==> src/rtl/pll_lock_supervisor.sv <==
// pll_lock_supervisor
//
// Supervises a PLL from its free-running reference clock. The asynchronous
// lock status is synchronized, the PLL reset is pulsed and the downstream
// system reset is released only after lock has been continuously stable.
// A PLL reset is retriggered on lock timeout, on loss of lock, or on a
// software relock request. Saturating debug counters record lock losses
// and lock timeouts.
//
// Ports:
//   clk         free-running reference clock (same source as PLL clkin1)
//   rstn        asynchronous active-low reset
//   pll_lock    PLL lock status, asynchronous to clk
//   relock_req  single-cycle request to force a new PLL reset
//   pll_rst     active-high reset to the PLL
//   sys_rstn    active-low reset for downstream logic
//   locked      high while the PLL is locked and released (RUN)
//   lost_cnt    lock losses seen in RUN, saturating at 255
//   retry_cnt   lock timeouts, saturating at 255
module pll_lock_supervisor #(
    parameter int SYNC_STAGES  = 2,
    parameter int PLL_RST_CYC  = 8,
    parameter int LOCK_TIMEOUT = 65536,
    parameter int STABLE_CYC   = 1024
) (
    input  logic       clk,
    input  logic       rstn,
    input  logic       pll_lock,
    input  logic       relock_req,
    output logic       pll_rst,
    output logic       sys_rstn,
    output logic       locked,
    output logic [7:0] lost_cnt,
    output logic [7:0] retry_cnt
);

    localparam int MAX_A = (PLL_RST_CYC > LOCK_TIMEOUT) ? PLL_RST_CYC : LOCK_TIMEOUT;
    localparam int MAX_B = (MAX_A > STABLE_CYC) ? MAX_A : STABLE_CYC;
    localparam int MAX_P = (MAX_B > SYNC_STAGES) ? MAX_B : SYNC_STAGES;
    localparam int CNT_W = (MAX_P > 1) ? $clog2(MAX_P) : 1;

    localparam logic [CNT_W-1:0] HOLD_LAST    = CNT_W'(PLL_RST_CYC - 1);
    localparam logic [CNT_W-1:0] TIMEOUT_LAST = CNT_W'(LOCK_TIMEOUT - 1);
    localparam logic [CNT_W-1:0] STABLE_LAST  = CNT_W'(STABLE_CYC - 1);

    typedef enum logic [1:0] {
        RESET_PLL = 2'd0,
        WAIT_LOCK = 2'd1,
        STABLE    = 2'd2,
        RUN       = 2'd3
    } state_t;

    state_t                 state;
    state_t                 state_nx;
    logic [CNT_W-1:0]       cnt;
    logic [SYNC_STAGES-1:0] sync;
    logic                   lock_s;
    logic                   inc_retry;
    logic                   inc_lost;

    // Lock status synchronizer; bit 0 is the metastability-catching flop.
    always_ff @(posedge clk or negedge rstn) begin
        if (!rstn) begin
            sync <= '0;
        end else begin
            sync <= {sync[SYNC_STAGES-2:0], pll_lock};
        end
    end

    assign lock_s = sync[SYNC_STAGES-1];

    // State register and the single per-state cycle counter, which restarts
    // from zero whenever the state changes.
    always_ff @(posedge clk or negedge rstn) begin
        if (!rstn) begin
            state <= RESET_PLL;
            cnt   <= '0;
        end else begin
            state <= state_nx;
            if (state_nx != state) begin
                cnt <= '0;
            end else begin
                cnt <= cnt + CNT_W'(1);
            end
        end
    end

    // Next-state decode. A relock request outranks every other event and
    // suppresses the counter increment of a simultaneous timeout or loss;
    // it is ignored while the PLL reset is already being held.
    always_comb begin
        state_nx  = state;
        inc_retry = 1'b0;
        inc_lost  = 1'b0;
        case (state)
            RESET_PLL: begin
                if (cnt == HOLD_LAST) begin
                    state_nx = WAIT_LOCK;
                end
            end
            WAIT_LOCK: begin
                if (relock_req) begin
                    state_nx = RESET_PLL;
                end else if (lock_s) begin
                    state_nx = STABLE;
                end else if (cnt == TIMEOUT_LAST) begin
                    state_nx  = RESET_PLL;
                    inc_retry = 1'b1;
                end
            end
            STABLE: begin
                if (relock_req) begin
                    state_nx = RESET_PLL;
                end else if (!lock_s) begin
                    // Lock glitch: restart the full wait without a PLL reset.
                    state_nx = WAIT_LOCK;
                end else if (cnt == STABLE_LAST) begin
                    state_nx = RUN;
                end
            end
            RUN: begin
                if (relock_req) begin
                    state_nx = RESET_PLL;
                end else if (!lock_s) begin
                    state_nx = RESET_PLL;
                    inc_lost = 1'b1;
                end
            end
            default: begin
                state_nx = RESET_PLL;
            end
        endcase
    end

    // Saturating debug counters; only rstn clears them.
    always_ff @(posedge clk or negedge rstn) begin
        if (!rstn) begin
            lost_cnt  <= 8'd0;
            retry_cnt <= 8'd0;
        end else begin
            if (inc_lost && (lost_cnt != 8'hFF)) begin
                lost_cnt <= lost_cnt + 8'd1;
            end
            if (inc_retry && (retry_cnt != 8'hFF)) begin
                retry_cnt <= retry_cnt + 8'd1;
            end
        end
    end

    // Moore outputs decoded from the registered state only.
    assign pll_rst  = (state == RESET_PLL);
    assign sys_rstn = (state == RUN);
    assign locked   = (state == RUN);

endmodule

==> config.mk <==
export PLATFORM = sky130hd
export DESIGN_NAME = pll_lock_supervisor
export DESIGN_NICKNAME = d
export VERILOG_FILES = /design/src/rtl/pll_lock_supervisor.sv
export SDC_FILE = /design/constraint.sdc
export NUM_CORES = 1
export LEC_CHECK = 0
export CORE_ASPECT_RATIO = 0.9
export CORE_MARGIN = 2
export CORE_UTILIZATION = 50
export CTS_CLUSTER_SIZE = 14
export DETAILED_ROUTE_END_ITERATION = 12
export GPL_ROUTABILITY_DRIVEN = 0
export GPL_TIMING_DRIVEN = 1
export PLACE_DENSITY_LB_ADDON = 0.2
export SLEW_MARGIN = 20
export SYNTH_ARGS = -nofsm -noshare
export SYNTH_HDL_FRONTEND = slang
export SYNTH_SLANG_ARGS = --single-unit
==> constraint.sdc <==
create_clock -name clk -period 2.8 [get_ports clk]
set_clock_uncertainty 0.1 [all_clocks]
set_input_delay 0.56 -clock clk [delete_from_list [all_inputs] [get_ports clk]]
set_output_delay 0.56 -clock clk [all_outputs]
set_load 0.02 [all_outputs]
Word level (Yosys, flattened, before mapping). Cells that the tools add are included.

Bits of input ports: 4. Word-level logic and storage cells: 38. Bits in registers: 36.

Multiplexer cells: 18. Reductions and logical operators: 3. Equal/unequal tests: 9. Add/subtract/negate cells: 3.

Operator list (number): 2-to-1 mux 2 bit (9); adder 16 x 1 -> 16 bit, second input constant (1); adder 8 x 1 -> 8 bit, second input constant (2); equality test 16 x 10 -> 1 bit, second input constant (1); equality test 16 bit, second input constant (1); equality test 16 x 3 -> 1 bit, second input constant (1); 2-to-1 mux 16 bit (1); != test 8 bit, second input constant (2); case mux 2 bit (4 select lines) (1); 2-to-1 mux 1 bit (7); equality test 2 bit, second input constant (2); equality test 2 x 1 -> 1 bit, second input constant (1); logical AND 1 bit (2); logical NOT 2 bit (1); != test 2 bit (1).

Longest topological paths before layout. Gate-level depths: netlist of the first run.

Word-level depth: 7. Mapped depth: 7. Mapped depth without buffers: 6.

Worst setup path after synthesis of the first run. OpenSTA, ideal clock, no wires.

Path type: reg2reg. From: reg cnt[0]. To: reg cnt[7]. Buffers on the path: 1. Stages on the path, launching flop included: 8. Setup slack: 0.841 ns. Data arrival time: 1.741 ns. Clock period less this slack: 1.959 ns. Cell sequence: dfrtp_1 -> ha_1 -> and3_1 -> nand4_1 -> a211o_1 -> a211oi_4 -> buf_6 -> nor2_1.

Word-level cells in the longest chain between the ends: 7. Elaborated cells between the ends (all ways): 14. Classes of those cells: add/sub: 1; eq/ne: 4; mux: 9.

RTL lines: start: declaration (RTL line 55) `logic [CNT_W-1:0] cnt;`; start signal: assignment (RTL line 83) `cnt <= cnt + CNT_W'(1);`; equality test 16 x 10 -> 1 bit / equality test 16 bit (equally long branches) (RTL line 117, 106); 2-to-1 mux 2 bit (on tied branches) (RTL line 117, 106); 2-to-1 mux 2 bit (on tied branches) (RTL line 114, 104); 2-to-1 mux 2 bit (on tied branches) (RTL line 112, 102); case mux 2 bit (4 select lines) (RTL line 95) `case (state)`; != test 2 bit (RTL line 80) `if (state_nx != state) begin`; 2-to-1 mux 16 bit * (RTL line 80).

Every way passes the cells marked *; elsewhere a longest branch is shown, timed or not. A chain may end at the register's enable or synchronous reset.

Worst setup path after layout of the first run.
From: reg state[1]. To: out pll_rst.

Word-level cells in the longest chain between the ends: 1.

RTL lines: start: declaration (RTL line 53) `state_t state;`; start signal: assignment (RTL line 79) `state <= state_nx;`; logical NOT 2 bit (RTL line 151) `assign pll_rst = (state == RESET_PLL);`; end: declaration (RTL line 30) `output logic pll_rst,`.

Every way passes these cells.

==> results.json, run 1 <==
{
  "yosys.cell_types.count": 34,
  "syn2layout_area_growth_pct": 20.6,
  "yosysMostFrequentCell": "dfrtp_1",
  "seq_power_share_pct": 49.4,
  "via_per_inst": 5.25,
  "route.detailed.drc": 0,
  "ys_top_cells_by_count": "dfrtp_1 (36), nor2_1 (27), xnor2_1 (14)",
  "cts_resized": 0,
  "antenna_found_initial": 0,
  "syn_area_um2": 1760,
  "grt_max_degree": 37,
  "clock_latency_ps": 280,
  "switching_share_pct": 29.5,
  "initial_core_util_pct": 52.2,
  "hp-start": "sync[0]",
  "drive_gt1_share_pct": 9.60,
  "syn-mean-instance-area_um2": 10.5,
  "placed_cell_area_um2": 2040,
  "tns_ps": 0,
  "path_clk_slew_ps": 70,
  "startpoint": "state[1]",
  "status": "finished clean",
  "fin_crit_ps": 2220,
  "die_height_um": 60.4,
  "synth_edf_count": 0,
  "die_x_um": 66.6,
  "fin_nets": 204,
  "grt_overflow": 0,
  "slew_headroom_pct": 70.6,
  "r2r_start": "cnt[0]",
  "worstSetupPathType": "flop to output port",
  "end_kind": "output port",
  "drt_iter0_markers": 87,
  "core_area_um2": 3380,
  "yosys.area.top_type_share_pct": 51.1,
  "synth_nets": 175,
  "cp_data_arrival_time_ps": 1560,
  "hold_viol": 0,
  "required_ps": 2140,
  "diodes": 0,
  "dr_total_vias": 1271,
  "setup_viol": 0,
  "dp_hpwl_um": 2270,
  "yosys.area.top_type": "dfrtp_1",
  "htree_levels": 2,
  "period_share_pct": 79.4,
  "synth.area.top_cells": "dfrtp_1 (51%), xnor2_1 (7.0%), xor2_1 (6.0%), nor2_1 (5.7%), nand3_1 (3.7%)",
  "power_density_nw_per_um2": 593,
  "rows": 20,
  "r2r-end": "cnt[3]",
  "drtPass1Iterations": 4,
  "post-cts-setup-buffers": 0,
  "port_buffers": 22,
  "p_int_uw": 889,
  "ys_warn_count": 0,
  "worstPathMaxFanout": 5,
  "p_leak_nw": 0.936,
  "hold_end": "sync[1]",
  "numCtsBuffers": 5,
  "p_switching_uw": 372,
  "synthArstFlopShare_pct": 100,
  "synth-main-ff-cell": "dfrtp_1",
  "ys_ff_latch": 36,
  "worstMarginPinSlew_ps": 442,
  "max_cap_viol_count": 0,
  "hold_class": "flop to flop",
  "postCtsHoldBufs": 0,
  "postSynthCellCount": 168,
  "postRouteWirelength_um": 3070,
  "p_comb_share_pct": 20.7,
  "cts.sinks": 36,
  "clockBufferDepth": 2,
  "ys_seq_area_share_pct": 51.1,
  "max_freq_mhz": 450,
  "pwr-share-clk_pct": 29.8,
  "die_area_um2": 4020,
  "ant_nets": 0,
  "r2r_slack_ps": 680,
  "grt_pass1_vias": 1241,
  "min_delay_path_depth": 0,
  "reg2regPathDepth": 7,
  "maxSlewViolCount": 0,
  "clock-root-buffer": "clkbuf_8",
  "rsz0062_at_grt": "no",
  "grt_pass1_wl_um": 5580,
  "cts_tree": "yes",
  "finalInstanceArea_um2": 2130,
  "wl_per_cell_um": 12.7,
  "track_usage_pct": 18.6,
  "io_pins": 23,
  "ir_worst_vdd_mv": 0.397,
  "cp-start-kind": "flop"
}
cell usage in the layout (no fill, tap or decap), types with 4 or more instances in the layout:
master / synthesis / final
clkbuf_8: 0 / 6
clkdlybuf4s50_1: 0 / 22
dfrtp_1: 36 / 36
mux2_2: 4 / 4
nand2_1: 13 / 13
nand3_1: 13 / 13
nand4_1: 10 / 10
nor2_1: 27 / 27
xnor2_1: 14 / 14
xor2_1: 12 / 12
layout make-up:
type,count,area (µm²)
Multi-Input combinational cell,126,828
Inverter,3,11.3
Fill cell,283,1250
Clock buffer,8,90.1
Sequential cell,36,901
Tap cell,44,55.1
Timing Repair Buffer,25,243
sequential cells by signal, indices dropped and copies added, names as in the netlist:
name / cells
cnt: 16
state: 2
lost_cnt: 8
sync: 2
retry_cnt: 8
through the flow:
step | utilization, % | cells | power (mW) | setup WS [ps] | hold slack [ps]
2_1_floorplan | - | 168 | 0.819 | 841 | 164
3_3_place_gp | 60.3 | 234 | 0.884 | 347 | 245
3_5_place_dp | 60.3 | 234 | 0.900 | 317 | 247
4_1_cts | 63.0 | 242 | 1.28 | 548 | 262
5_1_grt | 63.0 | 242 | 1.34 | 497 | 266
6_report | 63.0 | 242 | 1.26 | 577 | 259
cell families (layout without fill, tap and decap cells):
kind of cell | Yosys count | in the layout | synth area share (%)
AND/OR/NAND/NOR | 87 | 87 | 26.4
flip-flops | 36 | 36 | 51.1
XOR/XNOR | 26 | 26 | 12.9
AO/OA/AOI/OAI | 6 | 6 | 2.98
buffers and inverters | 6 | 36 | 1.99
multiplexers | 4 | 4 | 2.55
adder cells (fa/ha/maj) | 3 | 3 | 2.13
power groups by stage:
stage	clock, mW	sequential [mW]	combinational (mW)
floorplan	0	0.624	0.195
finish	0.376	0.624	0.262
global placement	0	0.629	0.255
global route	0.407	0.633	0.303
CTS	0.386	0.624	0.270
detailed placement	0	0.634	0.266
critical path, cell delays in order (launching register included):
cell and delay, ps:
dfrtp_1 420, nor2_1 220, clkdlybuf4s50_1 640
how the worst max path moves through the flow:
stage	end
2_1_floorplan	cnt[7]
3_3_place_gp	retry_cnt[6]
3_5_place_dp	retry_cnt[6]
4_1_cts	pll_rst
5_1_grt	cnt[9]
6_report	pll_rst
metal layers:
layer / vias to the layer above / GRT usage (%) / wire (µm)
met1: 613 / 24.0 / 1430
met2: 20 / 30.9 / 1510
met5: - / 0 / 0
li1: 633 / - / -
met4: 0 / 6.12 / 31
met3: 5 / 5.01 / 100
Power figures use the tool's default switching activity.
==> run 2, diff against run 1 <==
--- a/config.mk
+++ b/config.mk
@@ -7,7 +7,7 @@
 export LEC_CHECK = 0
 export CORE_ASPECT_RATIO = 0.9
 export CORE_MARGIN = 2
-export CORE_UTILIZATION = 50
+export CORE_UTILIZATION = 49
 export CTS_CLUSTER_SIZE = 14
 export DETAILED_ROUTE_END_ITERATION = 12
 export GPL_ROUTABILITY_DRIVEN = 0
==> constraint.sdc (replaced) <==
create_clock -name clk -period 1.81 [get_ports clk]
set_clock_uncertainty 0.1 [all_clocks]
set_input_delay 0.362 -clock clk [delete_from_list [all_inputs] [get_ports clk]]
set_output_delay 0.362 -clock clk [all_outputs]
set_load 0.02 [all_outputs]
==> results.json, run 2 (synthesis results as in run 1) <==
{
  "die_area_um2": 4100,
  "startpoint": "state[1]",
  "via_per_inst": 5.28,
  "setup_viol": 18,
  "slew_headroom_pct": 69.7,
  "hold_viol": 0,
  "fin_nets": 236,
  "required_ps": 1890,
  "dp_cells": 263,
  "rows": 20,
  "ant_nets": 0,
  "end_kind": "flop",
  "drtPass1Iterations": 4,
  "fin_crit_ps": 1900,
  "grt_max_degree": 37,
  "top_register": "cnt",
  "track_usage_pct": 22.2,
  "reg2regPathDepth": 4,
  "die_height_um": 60.9,
  "path_clk_slew_ps": 70,
  "r2r_slack_ps": -90,
  "setup.worst_path.end": "retry_cnt[4]",
  "numCtsBuffers": 5,
  "layout_common_cells": "dfrtp_1 (35), buf_4 (34), nor2_1 (25)",
  "initial_core_util_pct": 51.8,
  "rsz0062_at_grt": "yes",
  "worstSetupPathType": "flop to flop",
  "antenna_found_initial": 0,
  "final_common_cell": "dfrtp_1",
  "hp-start": "sync[0]",
  "utilization_pct": 74.5,
  "tns_ps": -1290,
  "max_freq_mhz": 526,
  "max_cap_viol_count": 0,
  "status": "finished, violations left",
  "worst_hold_slack_ps": 255,
  "power_density_nw_per_um2": 1040,
  "io_pins": 23,
  "grt_overflow": 0,
  "cts.sinks": 36,
  "maxSlewViolCount": 0,
  "finalInstanceArea_um2": 2540,
  "ir_worst_vdd_mv": 0.925,
  "power_mw": 2.64,
  "clock_latency_ps": 290,
  "htree_levels": 2,
  "wl_per_cell_um": 14.3,
  "setup_ws_ps": -91.7,
  "p_leak_nw": 1.34,
  "dr_total_vias": 1448,
  "grt_pass1_wl_um": 6530,
  "postRouteWirelength_um": 3920,
  "place_ws_ps": -509,
  "drt_iter0_markers": 85,
  "drive_gt1_share_pct": 29.1,
  "core_area_um2": 3400,
  "worstMarginPinSlew_ps": 454,
  "cp-start-kind": "flop",
  "placed_cell_area_um2": 2270,
  "r2r_start": "state[1]",
  "syn2layout_area_growth_pct": 43.8,
  "largest_reg_flops": 16,
  "violations": "setup timing",
  "hold_class": "flop to flop",
  "reg_top3": "cnt x16, lost_cnt x8, retry_cnt x8",
  "layoutNonFillerInstCount": 274,
  "route.detailed.drc": 0,
  "diodes": 0,
  "grt_pass1_vias": 1471,
  "postCtsHoldBufs": 0,
  "die_x_um": 67.3,
  "port_buffers": 22,
  "clock-root-buffer": "clkbuf_8",
  "cts_tree": "yes",
  "clockBufferDepth": 2,
  "dp_hpwl_um": 2670,
  "worstPathMaxFanout": 4,
  "period_share_pct": 105,
  "r2r-end": "retry_cnt[4]",
  "cp_data_arrival_time_ps": 1980
}
==> run 2: repair_timing <==
action | in CTS | in global routing
pin swaps | 4 | 8
hold endpoints to repair | 0 | 0
gates resized for setup | 15 | 25
endpoints found under the setup margin | 29 | 38
buffers inserted | 1 | 2
==> run 2: cell type report <==
| class | instances | area [µm²] |
|---|---|---|
| fill | 227 | 867 |
| multi-input combinational | 126 | 911 |
| tap | 44 | 55.1 |
| sequential | 36 | 902 |
| clock buffer | 5 | 68.8 |
| timing repair buffer | 57 | 498 |
| inverter | 3 | 11.3 |
| clock inverter | 3 | 90.1 |
==> run 2: how the worst min path moves through the flow <==
stage                    to  slack, ps  depth (start not counted)
global route        sync[1]        280                          0
global placement    sync[1]        250                          0
floorplan            cnt[0]        -30                          0
CTS                 sync[1]        260                          0
detailed placement  sync[1]        250                          0
finish              sync[1]        260                          0
==> run 2: routing by layer <==
| metal | up-vias | global-route usage, % | part of all wire, % | wire [µm] |
|---|---|---|---|---|
| met4 | 0 | 10.5 | 1.9 | 74 |
| met1 | 715 | 25.5 | 41 | 1620 |
| met2 | 24 | 39.7 | 53 | 2060 |
| met5 | - | 0 | 0 | 0 |
| li1 | 701 | - | - | - |
| met3 | 8 | 5.01 | 4.2 | 166 |
==> run 2: worst max-delay path, cell delays in order (launching register included) <==
cell and delay, ps:
dfrtp_2 440, or4b_4 530, and3b_2 300, nand4_1 120, mux2_2 300
==> run 2: report_power, final <==
group          total, mW  leakage, nW  switching [mW]  internal (mW)
logic              0.682        0.780           0.312          0.371
clock network      0.991       0.0784           0.302          0.689
registers          0.964        0.485          0.0848          0.879
total               2.64         1.34           0.698           1.94
